===== src/rtl/array_count_greater_engine.sv =====
// Purpose : counts how many elements of one heap array area are strictly greater
//           (unsigned) than a threshold, reading the area through a synchronous-read port.
// Latency : done/count appear on the (k+2)th rising edge after the accepting edge,
//           where k = min(arraySize, NArea).
// Backpressure: none; start is only honoured in IDLE and ignored while busy or in DONE.
// Ports   : clock/reset (async active-low); start/array/arraySize/threshold request a scan;
//           heapRead/heapAddr/heapData form the heap read port (data one cycle after strobe);
//           busy spans accept..done, done is a one-cycle pulse, count holds the last result.
module array_count_greater_engine #(
  parameter int MemoryElementWidth = 12,
  parameter int NArea              = 3,
  parameter int NArrays            = 1
) (
  input  logic                          clock,
  input  logic                          reset,
  input  logic                          start,
  input  logic [MemoryElementWidth-1:0] array,
  input  logic [MemoryElementWidth-1:0] arraySize,
  input  logic [MemoryElementWidth-1:0] threshold,
  output logic                          heapRead,
  output logic [MemoryElementWidth-1:0] heapAddr,
  input  logic [MemoryElementWidth-1:0] heapData,
  output logic                          busy,
  output logic                          done,
  output logic [MemoryElementWidth-1:0] count
);

  localparam int W = MemoryElementWidth;
  localparam logic [W-1:0] NAreaW = W'(NArea);
  localparam logic [W-1:0] One    = W'(1);

  // The accumulator is W bits wide and never exceeds NArea, so NArea must fit in W bits.
  if (NArrays < 1 || NArea < 1 || NArea >= (1 << W)) begin : g_bad_params
    $error("array_count_greater_engine: invalid parameter combination");
  end

  typedef enum logic [1:0] {IDLE, SCAN, DRAIN, DONE} state_t;

  state_t       state, state_next;
  logic [W-1:0] base;      // array * NArea, truncated to W
  logic [W-1:0] k;         // clamped element count
  logic [W-1:0] idx;       // next element index to read
  logic [W-1:0] thr;
  logic [W-1:0] acc, acc_next;
  logic [W-1:0] cap_dat;   // heap data registered before the compare
  logic         rd_d;      // a read was issued last cycle: heapData is valid now
  logic         cap_vld;   // cap_dat holds a read result to be compared
  logic         accept;
  logic         hit;

  assign accept   = (state == IDLE) && start;
  assign hit      = cap_vld && (cap_dat > thr);
  assign acc_next = acc + {{(W-1){1'b0}}, hit};

  always_comb begin
    state_next = state;
    heapRead   = 1'b0;
    heapAddr   = '0;
    busy       = 1'b0;
    done       = 1'b0;
    case (state)
      IDLE: begin
        if (start) state_next = SCAN;
      end
      SCAN: begin
        busy = 1'b1;
        if (k != '0) begin
          heapRead = 1'b1;
          heapAddr = base + idx;
        end
        if (k == '0 || idx == k - One) state_next = DRAIN;
      end
      DRAIN: begin
        // Wait until the last read's data has been captured; the final compare
        // is folded into the edge that enters DONE.
        busy = 1'b1;
        if (!rd_d) state_next = DONE;
      end
      DONE: begin
        done       = 1'b1;
        state_next = IDLE;
      end
      default: state_next = IDLE;
    endcase
  end

  always_ff @(posedge clock or negedge reset) begin
    if (!reset) begin
      state   <= IDLE;
      base    <= '0;
      k       <= '0;
      idx     <= '0;
      thr     <= '0;
      acc     <= '0;
      cap_dat <= '0;
      rd_d    <= 1'b0;
      cap_vld <= 1'b0;
      count   <= '0;
    end else begin
      state   <= state_next;
      rd_d    <= heapRead;
      cap_vld <= rd_d;
      if (rd_d) cap_dat <= heapData;

      if (accept) begin
        base <= array * NAreaW;
        thr  <= threshold;
        k    <= (arraySize > NAreaW) ? NAreaW : arraySize;
        idx  <= '0;
        acc  <= '0;
      end else begin
        if (heapRead) idx <= idx + One;
        acc <= acc_next;
      end

      if (state == DRAIN && state_next == DONE) count <= acc_next;
    end
  end

endmodule

===== config.mk =====
export PLATFORM = sky130hd
export DESIGN_NAME = array_count_greater_engine
export DESIGN_NICKNAME = d
export VERILOG_FILES = /design/src/rtl/array_count_greater_engine.sv
export SDC_FILE = /design/constraint.sdc
export NUM_CORES = 1
export LEC_CHECK = 0
export BUFFER_PORTS_ARGS = -buffer_cell sky130_fd_sc_hd__buf_4
export CAP_MARGIN = 25
export CORE_MARGIN = 5
export CORE_UTILIZATION = 28
export DETAILED_ROUTE_END_ITERATION = 12
export SETUP_SLACK_MARGIN = 0.2
export SYNTH_ARGS = -nofsm -noshare
export SYNTH_HDL_FRONTEND = slang
export SYNTH_SLANG_ARGS = --single-unit

===== constraint.sdc =====
create_clock -name clock -period 4.1 [get_ports clock]
set_clock_uncertainty 0.2 [all_clocks]
set_input_delay 0.41 -clock clock [delete_from_list [all_inputs] [get_ports clock]]
set_output_delay 0.41 -clock clock [all_outputs]
set_load 0.005 [all_outputs]

Yosys cells after proc, flatten, opt, wreduce, memory -nomap -nowiden:

Index checks and enable logic that the tools add are counted.

* bits in registers: 88
* input port bits: 51
* output and inout port bits: 27
* logic and storage cells: 45

* equality and inequality tests: 5
* multiply operators: 1
* $lt $le $gt $ge: 2
* add/sub/neg operators: 4
* reduce and logical (&&, ||, !) cells: 9
* multiplexer cells: 14

Operators with widths (count)
* 12-bit 2-to-1 mux: 6
* 12-bit by 1-bit adder with 12-bit output: 1
* 12-bit by 1-bit adder with 12-bit output, second input constant: 1
* 12-bit adder: 1
* 12-bit equality test: 1
* 12-bit greater-than comparator: 1
* 12-bit by 2-bit greater-than comparator with 1-bit output, second input constant: 1
* 12-bit logical NOT: 1
* 12-bit by 2-bit multiplier with 12-bit output, second input constant: 1
* 12-bit nonzero test: 1
* 12-bit by 1-bit subtractor with 12-bit output, second input constant: 1
* 2-bit case mux with 4 select lines: 1
* 2-bit equality test, second input constant: 3
* 2-bit 2-to-1 mux: 3
* 1-bit 2-to-1 mux: 4
* 1-bit logical AND: 3
* 2-bit by 1-bit equality test with 1-bit output, second input constant: 1
* 2-bit logical NOT: 1
* 2-bit nonzero test: 1
* 2-bit OR reduction: 1
* 1-bit logical OR: 1

Logic depth before layout (Yosys ltp):

Gate-level depths: netlist of the first run.

* word-level depth: 7
* depth in mapped cells: 15
* depth with buffers taken out: 15

Worst setup path after synthesis of the first run:

OpenSTA, ideal clock, no wires.

* kind: register to register
* start: register cap_dat[1]
* end: register count[10]
* data required time: 3.770 ns
* cell stages (with the launch flop): 15
* setup time: 0.130 ns
* clock period less this slack: 2.574 ns
* setup slack: 1.526 ns
* arrival: 2.244 ns
* cells stage by stage: dfrtp_1 -> ha_1 -> nor2b_1 -> o21a_1 -> o21ai_0 -> a211oi_1 -> nor3_1 -> a21oi_1 -> ha_1 -> ha_1 -> nand2_1 -> nor2_1 -> nand4_1 -> xor2_1 -> o21ai_0

* cells in the longest elaborated chain, start to end: 3

RTL lines
* start, declared: RTL line 45 `logic [W-1:0] cap_dat;`
* start signal, assigned: RTL line 103 `if (rd_d) cap_dat <= heapData;`
* 12-bit greater-than comparator: RTL line 52 `assign hit = cap_vld && (cap_dat > thr);`
* 1-bit logical AND: RTL line 52
* 12-bit by 1-bit adder with 12-bit output: RTL line 53 `assign acc_next = acc + {{(W-1){1'b0}}, hit};`
* end signal, assigned: RTL line 116 `if (state == DRAIN && state_next == DONE) count <= acc_next;`
* end, declared: RTL line 25 `output logic [MemoryElementWidth-1:0] count`

Every way passes these cells.
A chain may end at the register's enable or synchronous reset.

Worst setup path in the final report of the first run:

* start: register idx[4]
* end: output heapAddr[11]

* cells in the longest elaborated chain, start to end: 3

RTL lines
* start, declared: RTL line 42 `logic [W-1:0] idx;`
* start signal, assigned: RTL line 112 `if (heapRead) idx <= idx + One;`
* 12-bit adder: RTL line 69 `heapAddr = base + idx;`
* 12-bit 2-to-1 mux: RTL line 67 `if (k != '0) begin`
* 12-bit 2-to-1 mux: RTL line 61 `case (state)`
* end, declared: RTL line 21 `output logic [MemoryElementWidth-1:0] heapAddr,`

Every way passes these cells.

==> results of run 1 <==
-- state kept, by name, indices dropped and copies added (netlist names) --
name	count
count	12
acc	12
rd_d	1
thr	12
k	12
base	12
idx	12
state	2
cap_dat	12
cap_vld	1
-- worst paths after layout --
kind / to / slack [ns]
min: thr[11] / 0.06
max in group asynchronous: acc[1] / 2.36
min in group asynchronous: thr[4] / 0.47
min reg2reg: count[5] / 0.28
max reg2reg: count[10] / 1.26
max: heapAddr[11] / 0.94
-- cells in the mapped netlist (13+ instances only) --
cell	instances	area (µm²)
sky130_fd_sc_hd__o21ai_0	47	235
sky130_fd_sc_hd__a21oi_1	22	110
sky130_fd_sc_hd__mux2_2	13	146
sky130_fd_sc_hd__clkbuf_1	16	60.1
sky130_fd_sc_hd__nand2_1	61	229
sky130_fd_sc_hd__dfrtp_1	88	2200
sky130_fd_sc_hd__and2_1	14	87.6
sky130_fd_sc_hd__xnor2_1	26	228
sky130_fd_sc_hd__ha_1	43	538
sky130_fd_sc_hd__xor2_1	22	193
sky130_fd_sc_hd__nor2_1	50	188
sky130_fd_sc_hd__nand4_1	13	81.3
sky130_fd_sc_hd__inv_1	29	109
-- critical path: cells and delay by family (launching register included) --
kind / cells / cell delay (ns)
buffers and inverters: 1 / 0.15
adders and majority gates: 1 / 0.37
muxes: 1 / 0.26
DFF: 1 / 0.46
AOI/OAI and AO/OA: 3 / 0.96
-- cell families (layout without fill, tap and decap cells) --
group | Yosys count | after routing | share of synthesized area [%]
AND/OR/NAND/NOR | 199 | 199 | 19.1
multiplexers | 16 | 16 | 3.33
buffers and inverters | 50 | 128 | 3.85
AO/OA/AOI/OAI | 112 | 112 | 13.0
flip-flops | 88 | 88 | 41.6
XOR/XNOR | 49 | 49 | 8.25
adder cells (fa/ha/maj) | 45 | 45 | 10.9
-- power groups by stage --
| stage | sequential (µW) | clock [µW] | combinational, µW |
|---|---|---|---|
| after floorplan | 1230 | 0 | 1040 |
| after global placement | 1290 | 0 | 1520 |
| after detailed placement | 1300 | 0 | 1530 |
| after CTS | 1290 | 842 | 1540 |
| after global routing | 1320 | 885 | 1750 |
| final | 1280 | 815 | 1520 |
-- layout make-up --
class / count / area [µm²]
Inverter: 30 / 113
Clock inverter: 7 / 67.6
Timing Repair Buffer: 82 / 638
Fill cell: 1925 / 12200
Sequential cell: 88 / 2200
Clock buffer: 9 / 225
Tap cell: 234 / 293
Multi-Input combinational cell: 421 / 2890
-- per-layer routing --
layer,vias up,track usage [%]
li1,2085,-
met1,1911,15.0
met2,79,18.9
met5,-,0
met4,0,2.84
met3,8,3.37
-- metrics by stage --
stage	hold slack, ns	worst slack [ns]	total power [µW]	instances	cell area [µm²]
3_5_place_dp	0.274	1.24	2830	853	6100
5_1_grt	0.0658	0.761	3950	871	6430
2_1_floorplan	-0.0856	1.53	2270	559	5290
6_report	0.0633	0.942	3610	871	6430
4_1_cts	0.0495	0.912	3670	870	6400
3_3_place_gp	0.266	1.28	2810	853	6100
-- timing repair --
item,4_1_cts,5_1_grt
hold buffers,1,0
endpoints found under the hold margin,57,0
setup buffers,0,0
==> PnR_summary.wiki, run 1 <==
{| class="wikitable"
! Metric !! Value
|-
| Relative slew slack || 35.8%
|-
| Reported max-cap violation count || 0
|-
| Cell area after synthesis || 5290 µm²
|-
| Endpoint arrival time on the critical path || 2.55 ns
|-
| Crit Path Max Fanout || 6
|-
| Category of the worst setup path capture point || primary output
|-
| DRT Wirelength || 11.9 mm
|-
| Fraction of final layout cells sized beyond drive strength 1 || 19.0%
|-
| Number of nets in the finished design || 728
|-
| Tightest Pin Transition || 0.962 ns
|-
| Antenna-violating nets left || 0
|-
| Prevailing post-synth register cell || sky130_fd_sc_hd__dfrtp_1
|-
| Synthesized instance count || 559
|-
| Hold Path Cell Cnt || 3
|-
| PwrDens || 562 nW/µm²
|-
| Pre-antenna DRT Iters || 5
|-
| DIE WIDTH || 147 µm
|-
| Number of different library cells in the post-synthesis netlist || 57
|-
| DRC || 0
|-
| Overall fraction of global-route tracks in use || 11.5%
|-
| Crit path required time || 3.49 ns
|-
| Largest net degree at the start of global routing || 59
|-
| RSZ-0062 raised after global routing || no
|-
| Height of the die || 147 µm
|-
| Core box area || 18600 µm²
|-
| F_max || 0.317 GHz
|-
| Num CTS Buffers || 9
|-
| Clock tree from TritonCTS || built
|-
| Avg Synthesized Cell Area || 9.47 µm²
|-
| Final critical-path required period || 3.16 ns
|-
| Initial Util || 28.4%
|-
| Hold_sp || threshold[11]
|-
| WL met1 || 5.69 mm
|-
| Setup violation total in the final timing report || 0
|-
| Wire length of the first global-routing pass || 20.4 mm
|-
| Part of the total power dissipated in combinational logic || 42.0%
|-
| Leading cell types in the layout, fill and taps excluded || 88 x sky130_fd_sc_hd__dfrtp_1, 80 x sky130_fd_sc_hd__buf_4, 61 x sky130_fd_sc_hd__nand2_1, 50 x sky130_fd_sc_hd__nor2_1, 47 x sky130_fd_sc_hd__o21ai_0
|-
| Top-level I/O count || 78
|-
| 1st-iter DRT viols || 195
|-
| Fraction of power spent switching nets || 37.2%
|-
| Final setup TNS || 0 ns
|-
| Fraction of power consumed by sequential logic || 35.4%
|-
| Number of enable-type register cells in the synthesized netlist || 0
|-
| Worst setup path start || idx[4]
|-
| Number of instances resized during post-cts repair || 0
|-
| Total via count in the routed design || 4083
|-
| Async set-or-reset flop fraction in the synthesized netlist || 100%
|-
| Depth of the worst register-to-register path || 14
|-
| Count of pins over their slew limit || 0
|-
| Library cell used as clock root buffer || sky130_fd_sc_hd__clkbuf_16
|-
| Clock share of power || 22.6%
|-
| Post-Syn Nets || 655
|-
| Outcome || completed
|-
| Die Outline Area || 21800 µm²
|-
| Maximum level of the CTS H-tree || 3
|-
| Total met2 wirelength after detailed routing || 5.48 mm
|-
| Critical register-to-register path startpoint || cap_dat[1]
|-
| Clock latency on the worst-skew pair || 0.35 ns
|-
| Final Core Density || 34.5%
|-
| Ys Warns || 0
|-
| Internal cell power || 2270 µW
|-
| Final HPWL DP || 9.05 mm
|-
| Min-Delay Path Class || input port to flip-flop
|-
| Number of inserted diodes || 0
|-
| PortBufs || 77
|-
| Highest routing layer actually used || met4
|-
| Global route total overflow || 0
|-
| Number of global-route vias before repair || 4118
|-
| Crit-path cells || ha_1 > o41ai_1 > o31ai_1 > a31oi_1 > mux2i_1 > buf_4
|-
| Period Utilization, post-route || 77.0%
|-
| Buffer levels on the longest clock path || 2
|-
| Cell with the biggest individual delay on the critical path || sky130_fd_sc_hd__o41ai_1
|-
| Register clock-pin slew on the reported worst setup and hold paths || 0.07 ns
|-
| Most frequent standard cell in the layout excluding fill and tap cells || sky130_fd_sc_hd__dfrtp_1
|-
| Placer congestion estimate || 0.806
|-
| Final Hold Viols || 0
|-
| Post-synthesis sequential area ratio || 41.6%
|-
| Routed length on met3 || 591 µm
|-
| Largest stage delay on the critical path || 0.56 ns
|-
| Number of rows created at floorplan || 50
|-
| Psw || 1340 µW
|-
| Initial antenna violation count || 0
|-
| Maximum ir drop on the vdd rail || 217 µV
|-
| Via density per instance || 4.69
|-
| Kind of start point of the critical path || flip-flop
|-
| Setup CP Type || flip-flop to primary output
|-
| FF+latch count, synth || 88
|-
| Mean routed wirelength per cell || 13.6 µm
|-
| Layout overhead on the synthesized area || 21.4%
|-
| Leakage power summed over all cells || 0.00302 µW
|-
| Num Clock Sinks || 88
|}
No activity file was read; power rests on OpenSTA's default activity.
==> run 2, diff against run 1 <==
--- a/config.mk
+++ b/config.mk
@@ -5,6 +5,7 @@
 export SDC_FILE = /design/constraint.sdc
 export NUM_CORES = 1
 export LEC_CHECK = 0
+export ABC_AREA = 1
 export BUFFER_PORTS_ARGS = -buffer_cell sky130_fd_sc_hd__buf_4
 export CAP_MARGIN = 25
 export CORE_MARGIN = 5
==> constraint.sdc (replaced) <==
create_clock -name clock -period 3.05 [get_ports clock]
set_clock_uncertainty 0.2 [all_clocks]
set_input_delay 0.305 -clock clock [delete_from_list [all_inputs] [get_ports clock]]
set_output_delay 0.305 -clock clock [all_outputs]
set_load 0.005 [all_outputs]
==> run 2 against run 1 <==
Effect of this change: design area rose by 8.3%; sequential power increased by 39%; largest power group unchanged; clock-buffer cell count increased by 3; critical endpoint is now count[10]; worst setup slack got worse by 0.65 ns; wire length is 5.6% higher; synthesized area about the same; clock power up 47%.
==> PnR_summary.wiki, run 2 <==
{| class="wikitable"
! Metric !! Value
|-
| Dominant cell type by area after synthesis || sky130_fd_sc_hd__dfrtp_1
|-
| Worst path most repeated cell || sky130_fd_sc_hd__ha_4
|-
| Final Core Density || 37.3% (+2.9 points)
|-
| Antenna-violating nets left || 0 (unchanged)
|-
| Final-layout worst hold slack || 0.0117 ns (-0.0516 ns)
|-
| Critical register-to-register path startpoint || thr[5]
|-
| Multiplexer area fraction after synthesis || 2.34% (-1.0 points)
|-
| Endpoint arrival time on the critical path || 2.80 ns (+0.25 ns)
|-
| Largest net degree at the start of global routing || 54 (-8.5%)
|-
| Clock tree from TritonCTS || built
|-
| Complex-gate fraction of the synthesized area || 10.9% (-2.0 points)
|-
| Tightest Pin Transition || 0.694 ns (-0.268 ns)
|-
| Top-level I/O count || 78 (unchanged)
|-
| Synthesized instance count || 659 (+18%)
|-
| Maximum level of the CTS H-tree || 3 (unchanged)
|-
| Number of nets in the finished design || 868 (+19%)
|-
| Avg Synthesized Cell Area || 8.04 µm² (-15%)
|-
| Final critical-path required period || 2.76 ns
|-
| Number of enable-type register cells in the synthesized netlist || 0 (unchanged)
|-
| Most common library cells after synthesis || 149 x sky130_fd_sc_hd__nand2_1, 88 x sky130_fd_sc_hd__dfrtp_1, 85 x sky130_fd_sc_hd__inv_1, 56 x sky130_fd_sc_hd__nor2_1, 50 x sky130_fd_sc_hd__o21ai_0
|-
| Mean routed wirelength per cell || 12.4 µm (-9.0%)
|-
| Number of rows created at floorplan || 50 (unchanged)
|-
| PortBufs || 77 (unchanged)
|-
| Wire length of the first global-routing pass || 21.0 mm (+2.9%)
|-
| Kind of start point of the critical path || flip-flop
|-
| DRT Wirelength || 12.6 mm (+5.6%)
|-
| Post-synthesis sequential area ratio || 41.6% (about the same)
|-
| Most frequent standard cell in the layout excluding fill and tap cells || sky130_fd_sc_hd__nand2_1
|-
| Hold_sp || threshold[7]
|-
| Layout Cell Area excl Fill || 6960 µm² (+8.3%)
|-
| F_max || 0.362 GHz
|-
| Placer congestion estimate || 0.805 (about the same)
|-
| Placement Cell Area || 6180 µm² (+1.5%)
|-
| Ys Warns || 0 (unchanged)
|-
| Total via count in the routed design || 4497 (+10%)
|-
| Global route total overflow || 0 (unchanged)
|-
| Initial Util || 28.4% (about the same)
|-
| Final setup TNS || 0 ns (unchanged)
|-
| Die Outline Area || 21800 µm² (about the same)
|-
| Post-Syn Nets || 755 (+15%)
|-
| Outcome || completed
|-
| Overall fraction of global-route tracks in use || 11.6% (+0.076 points)
|-
| Category of the worst setup path capture point || flip-flop
|-
| Leakage power summed over all cells || 0.00340 µW (+12%)
|-
| DRC || 0 (unchanged)
|-
| Largest stage delay on the critical path || 0.37 ns (-0.19 ns)
|-
| Fill cell instance count of the final layout || 1882 (-2.2%)
|-
| 1st-iter DRT viols || 141 (-28%)
|-
| Crit path required time || 3.09 ns (-0.40 ns)
|-
| Leading cell types in the layout, fill and taps excluded || 147 x sky130_fd_sc_hd__nand2_1, 89 x sky130_fd_sc_hd__buf_4, 88 x sky130_fd_sc_hd__dfrtp_1, 84 x sky130_fd_sc_hd__inv_1, 53 x sky130_fd_sc_hd__nor2_1
|-
| Initial antenna violation count || 0 (unchanged)
|-
| Fraction of final layout cells sized beyond drive strength 1 || 20.5% (+1.5 points)
|-
| RSZ-0062 raised after global routing || yes
|-
| Number of different library cells in the post-synthesis netlist || 38 (-33%)
|-
| Num CTS Buffers || 9 (unchanged)
|-
| Register clock-pin slew on the reported worst setup and hold paths || 0.07 ns (about the same)
|-
| CP Buf/Inv Count || 3 (+2)
|-
| Synthesized-area fraction occupied by xor and xnor cells || 3.80% (-4.4 points)
|-
| Worst setup path start || thr[5]
|-
| Final Hold Viols || 0 (unchanged)
|-
| Crit-path cells || inv_2 > ha_4 > a21oi_2 > nor2_2 > a211oi_2 > o21ai_1 > a221oi_2 > nor2_2 > ha_4 > ha_4 > nand2_2 > nor3b_2 > buf_4 > nand4_1 > xor2_1 > inv_1 > nand3_1 > nand2_1
|-
| Main area contributors after synthesis || sky130_fd_sc_hd__dfrtp_1 42%, sky130_fd_sc_hd__nand2_1 11%, sky130_fd_sc_hd__ha_1 10%, sky130_fd_sc_hd__inv_1 6.0%, sky130_fd_sc_hd__o21ai_0 4.7%
|-
| Cell area after synthesis || 5300 µm² (about the same)
|-
| Setup CP Type || flip-flop to flip-flop
|-
| Pre-antenna DRT Iters || 4 (-1)
|-
| PwrDens || 759 nW/µm² (+35%)
|-
| Reported max-cap violation count || 0 (unchanged)
|-
| Post-Synth Adder-Cell Area || 10.9% (about the same)
|-
| Final HPWL DP || 9.34 mm (+3.2%)
|-
| Cell with the biggest individual delay on the critical path || sky130_fd_sc_hd__dfrtp_1
|-
| Period Utilization, post-route || 90.5%
|-
| Number of global-route vias before repair || 4390 (+6.6%)
|-
| Buffer levels on the longest clock path || 2 (unchanged)
|-
| Synthesized-area fraction occupied by and/or/nand/nor cells || 22.9% (+3.8 points)
|-
| Via density per instance || 4.45 (-5.1%)
|-
| Crit Path Max Fanout || 3 (-3)
|-
| Dominant delay contributor by cell family on the critical path || compound AO/OA/AOI/OAI gates
|-
| Number of inserted diodes || 0 (unchanged)
|-
| Area fraction of the dominant cell type after synthesis || 41.6% (about the same)
|-
| Library cell used as clock root buffer || sky130_fd_sc_hd__clkbuf_16
|-
| Height of the die || 148 µm (about the same)
|-
| Setup violation total in the final timing report || 0 (unchanged)
|-
| Maximum ir drop on the vdd rail || 357 µV (+64%)
|-
| FF+latch count, synth || 88 (unchanged)
|-
| Num Clock Sinks || 88 (unchanged)
|-
| Min-Delay Path Class || input port to flip-flop
|-
| Relative slew slack || 53.7% (+18 points)
|-
| Prevailing post-synth register cell || sky130_fd_sc_hd__dfrtp_1
|-
| Core box area || 18600 µm² (unchanged)
|-
| Combinational family with the most area after synthesis || simple AND/OR/NAND/NOR gates
|-
| Most common cell in the netlist || sky130_fd_sc_hd__nand2_1
|-
| DIE WIDTH || 148 µm (about the same)
|-
| Count of pins over their slew limit || 0 (unchanged)
|-
| Clock latency on the worst-skew pair || 0.35 ns (about the same)
|-
| Layout overhead on the synthesized area || 31.4%
|-
| Async set-or-reset flop fraction in the synthesized netlist || 100% (unchanged)
|}
==> run 2: what timing repair did <==
item	CTS	global route
endpoints found under the hold margin	74	0
setup buffers	2	2
endpoints found under the setup margin	3	16
hold buffers	25	0
resized for setup	9	26
pin swaps	4	15
==> run 2: worst register-to-register path: stages, from the launching register on <==
cell,delay (ns)
sky130_fd_sc_hd__dfrtp_1,0.37
sky130_fd_sc_hd__inv_2,0.07
sky130_fd_sc_hd__ha_4,0.21
sky130_fd_sc_hd__a21oi_2,0.15
sky130_fd_sc_hd__nor2_2,0.06
sky130_fd_sc_hd__a211oi_2,0.13
sky130_fd_sc_hd__o21ai_1,0.10
sky130_fd_sc_hd__a221oi_2,0.26
sky130_fd_sc_hd__nor2_2,0.09
sky130_fd_sc_hd__ha_4,0.18
sky130_fd_sc_hd__ha_4,0.16
sky130_fd_sc_hd__nand2_2,0.05
sky130_fd_sc_hd__nor3b_2,0.04
sky130_fd_sc_hd__buf_4,0.14
sky130_fd_sc_hd__nand4_1,0.07
sky130_fd_sc_hd__xor2_1,0.18
sky130_fd_sc_hd__inv_1,0.06
sky130_fd_sc_hd__nand3_1,0.08
sky130_fd_sc_hd__nand2_1,0.05
==> run 2: worst paths after layout <==
kind,to,cells after the start,slack [ns]
max,count[10],18,0.29
min,thr[7],3,0.01
max reg2reg,count[10],18,0.29
min reg2reg,count[7],2,0.27
max in group asynchronous,base[8],3,1.59
min in group asynchronous,acc[4],2,0.33
==> run 2: layer usage <==
metal  GRT usage, %  up-vias  share of wire, %
met1           15.4     2068                48
met3           1.78       13               2.0
met4           4.29        0               1.6
li1               -     2361                 -
met2           19.2       55                48
met5              0        -                 0
==> run 2: cell type report <==
cell class | instances | area [µm²] | area share (%)
multi-input combinational | 468 | 2870 | 41.2
sequential | 88 | 2200 | 31.6
timing repair buffer | 115 | 938 | 13.5
inverter | 90 | 338 | 4.85
tap | 234 | 293 | 4.21
clock buffer | 12 | 246 | 3.54
clock inverter | 4 | 76.3 | 1.10
==> run 2: kinds of logic after synthesis <==
kind of cell	Yosys count
compound gates	109
xor+xnor	23
fa+ha+maj	45
buf+inv	103
flops	88
mux	11
simple gates	280
==> run 2: report_power, final <==
part | total (µW) | internal (µW) | switching, µW
Combinational | 2300 | 1060 | 1250
Clock | 1200 | 744 | 454
Sequential | 1780 | 1520 | 268
==> run 2: per-stage QoR <==
step,power [µW],setup WS (ns),instances
floorplan,3070,0.359,659
global placement,3860,0.204,966
detailed placement,3870,0.181,966
CTS,5160,0.190,1009
global route,5750,0.107,1011
finish,5280,0.290,1011
==> run 3, diff against run 2 <==
--- a/config.mk
+++ b/config.mk
@@ -5,12 +5,13 @@
 export SDC_FILE = /design/constraint.sdc
 export NUM_CORES = 1
 export LEC_CHECK = 0
-export ABC_AREA = 1
+export ABC_AREA = 0
 export BUFFER_PORTS_ARGS = -buffer_cell sky130_fd_sc_hd__buf_4
 export CAP_MARGIN = 25
 export CORE_MARGIN = 5
-export CORE_UTILIZATION = 28
+export CORE_UTILIZATION = 55
 export DETAILED_ROUTE_END_ITERATION = 12
+export PLACE_DENSITY = 0.77
 export SETUP_SLACK_MARGIN = 0.2
 export SYNTH_ARGS = -nofsm -noshare
 export SYNTH_HDL_FRONTEND = slang
==> run 3 against run 2 <==
Effect of this change: design area down 2.5%; first-iteration DRC count up 49%; register-to-register slack about the same; total power down 6.1%; critical path depth down 9; critical path type is now flip-flop to primary output; largest power group unchanged; highest routed layer unchanged.
==> PnR_summary.wiki, run 3 (synthesized netlist as in run 1, its figures left out) <==
{| class="wikitable"
! Metric !! Value
|-
| Critical register-to-register path startpoint || cap_dat[1]
|-
| Maximum ir drop on the vdd rail || 348 µV (-2.4%)
|-
| Number of global-route vias before repair || 4434 (+1.0%)
|-
| Fraction of final layout cells sized beyond drive strength 1 || 24.0% (+3.5 points)
|-
| Crit Path Max Fanout || 3 (unchanged)
|-
| Total via count in the routed design || 4419 (-1.7%)
|-
| Worst setup path start || base[0]
|-
| Number of nets in the finished design || 771 (-11%)
|-
| Worst reg2reg path endpoint || count[10]
|-
| Leakage power summed over all cells || 0.00320 µW (-5.7%)
|-
| Depth of the worst register-to-register path || 14 (-4)
|-
| Cell count after placement || 754 (-22%)
|-
| Post-layout instance count excluding filler cells || 809 (-20%)
|-
| 1st-iter DRT viols || 210 (+49%)
|-
| Worst path most repeated cell || sky130_fd_sc_hd__a21o_1
|-
| Reported max-cap violation count || 0 (unchanged)
|-
| Number of rows created at floorplan || 35 (-30%)
|-
| Placer congestion estimate || 0.870 (+8.0%)
|-
| Largest stage delay on the critical path || 0.43 ns (+0.06 ns)
|-
| DRC || 0 (unchanged)
|-
| Final Core Density || 72.8% (+35 points)
|-
| Setup CP Type || flip-flop to primary output
|-
| Kind of start point of the critical path || flip-flop
|-
| PortBufs || 77 (unchanged)
|-
| Crit-path cells || ha_4 > fa_2 > a21o_1 > a21o_1 > a21oi_2 > o31ai_2 > xnor2_1 > nor2_1 > buf_4
|-
| Maximum level of the CTS H-tree || 3 (unchanged)
|-
| Min-Delay Path Class || input port to flip-flop
|-
| Number of inserted diodes || 0 (unchanged)
|-
| Top-level I/O count || 78 (unchanged)
|-
| Critical Path End || heapAddr[10]
|-
| Fill cell instance count of the final layout || 657 (-65%)
|-
| F_max || 0.346 GHz (-4.4%)
|-
| Most frequent standard cell in the layout excluding fill and tap cells || sky130_fd_sc_hd__buf_4
|-
| Die Outline Area || 11700 µm² (-46%)
|-
| Buffer levels on the longest clock path || 2 (unchanged)
|-
| Stages on the worst setup path || 9 (-9)
|-
| Antenna-violating nets left || 0 (unchanged)
|-
| Largest net degree at the start of global routing || 69 (+28%)
|-
| Leading cell types in the layout, fill and taps excluded || 96 x sky130_fd_sc_hd__buf_4, 82 x sky130_fd_sc_hd__dfrtp_1, 60 x sky130_fd_sc_hd__nand2_1, 48 x sky130_fd_sc_hd__nor2_1, 44 x sky130_fd_sc_hd__o21ai_0
|-
| Mean routed wirelength per cell || 15.1 µm (+22%)
|-
| RSZ-0062 raised after global routing || yes
|-
| Dominant delay contributor by cell family on the critical path || compound AO/OA/AOI/OAI gates
|-
| DIE WIDTH || 108 µm (-27%)
|-
| Relative slew slack || 57.6% (+3.9 points)
|-
| Final setup TNS || 0 ns (unchanged)
|-
| Final critical-path required period || 2.89 ns (+0.126 ns)
|-
| Overall fraction of global-route tracks in use || 21.6% (+10 points)
|-
| CP Buf/Inv Count || 1 (-2)
|-
| Setup violation total in the final timing report || 0 (unchanged)
|-
| Clock tree from TritonCTS || built
|-
| Category of the worst setup path capture point || primary output
|-
| Core box area || 9330 µm² (-50%)
|-
| Setup slack of the most critical reg-to-reg path || 0.30 ns (about the same)
|-
| Area of combinational cells with multiple inputs || 3040 µm² (+6.1%)
|-
| Final Hold Viols || 0 (unchanged)
|-
| Height of the die || 108 µm (-27%)
|-
| Outcome || completed
|-
| Layout overhead on the synthesized area || 28.2%
|-
| Num CTS Buffers || 9 (unchanged)
|-
| Cell with the biggest individual delay on the critical path || sky130_fd_sc_hd__dfrtp_1
|-
| Tightest Pin Transition || 0.637 ns (-0.0579 ns)
|-
| Endpoint arrival time on the critical path || 2.38 ns (-0.42 ns)
|-
| Crit path required time || 2.54 ns (-0.55 ns)
|-
| Count of pins over their slew limit || 0 (unchanged)
|-
| Global route total overflow || 0 (unchanged)
|-
| Library cell used as clock root buffer || sky130_fd_sc_hd__clkbuf_8
|-
| Clock latency on the worst-skew pair || 0.36 ns (about the same)
|-
| Num Clock Sinks || 88 (unchanged)
|-
| DRT Wirelength || 12.2 mm (-2.5%)
|-
| Register clock-pin slew on the reported worst setup and hold paths || 0.10 ns (+0.03 ns)
|-
| Period Utilization, post-route || 94.6% (+4.1 points)
|-
| Initial antenna violation count || 0 (unchanged)
|-
| Final HPWL DP || 8.54 mm (-8.6%)
|-
| Via density per instance || 5.46 (+23%)
|-
| Initial Util || 56.7% (+28 points)
|-
| Pre-antenna DRT Iters || 4 (unchanged)
|-
| Wire length of the first global-routing pass || 20.3 mm (-3.0%)
|-
| Total power draw || 4960 µW (-6.1%)
|-
| PwrDens || 731 nW/µm² (-3.8%)
|-
| Register cell area after layout || 2210 µm² (+0.34%)
|}
[run 3: final cells by class]
class                      instances  area share [%]
inverter                          30            1.66
clock buffer                      10            2.03
clock inverter                     6            1.44
tap                              129            2.38
timing repair buffer             125            15.2
multi-input combinational        421            44.8
sequential                        88            32.6
[run 3: per-layer routing]
metal,up-vias,GRT usage (%),wire [µm]
li1,2168,-,-
met1,2138,26.2,5320
met2,101,39.3,6340
met3,12,3.64,449
met4,0,6.13,133
met5,-,0,0
[run 3: how the worst min path moves through the flow]
| stage | from | end | cells after the start |
|---|---|---|---|
| finish | array[1] | base[1] | 4 |
| global route | array[1] | base[1] | 4 |
| CTS | array[1] | base[1] | 4 |
| detailed placement | reset | thr[5] | 1 |
| global placement | count[4] | count[4] | 2 |
| floorplan | reset | acc[0] | 0 |
[run 3: power breakdown]
part           switching [µW]  leakage (µW)  total, µW  internal (µW)
registers                 257       0.00113       1750           1490
clock network             443      0.000119        941            497
logic                    1140       0.00196       2270           1130
[run 3: timing repair]
| action | 4_1_cts | 5_1_grt |
|---|---|---|
| resized for setup | 16 | 20 |
| setup buffers | 5 | 6 |
| pin swaps | 11 | 19 |
| endpoints found under the hold margin | 107 | 0 |
| hold buffers | 28 | 0 |
| endpoints found under the setup margin | 8 | 20 |
[run 3: stage by stage]
step | area, µm² | setup WS (ns) | hold WS (ns)
6_report | 6790 | 0.164 | 0.0819
5_1_grt | 6790 | 0.0671 | 0.0913
4_1_cts | 6640 | 0.192 | 0.0629
3_5_place_dp | 6030 | 0.146 | 0.0142
3_3_place_gp | 6000 | 0.294 | 0.265
2_1_floorplan | 5290 | 0.476 | -0.191
[run 3: tightest hold or removal path: stages]
cell	delay, ns
sky130_fd_sc_hd__buf_4	0.10
sky130_fd_sc_hd__ha_1	0.11
sky130_fd_sc_hd__nand2_1	0.05
sky130_fd_sc_hd__nand2_1	0.05
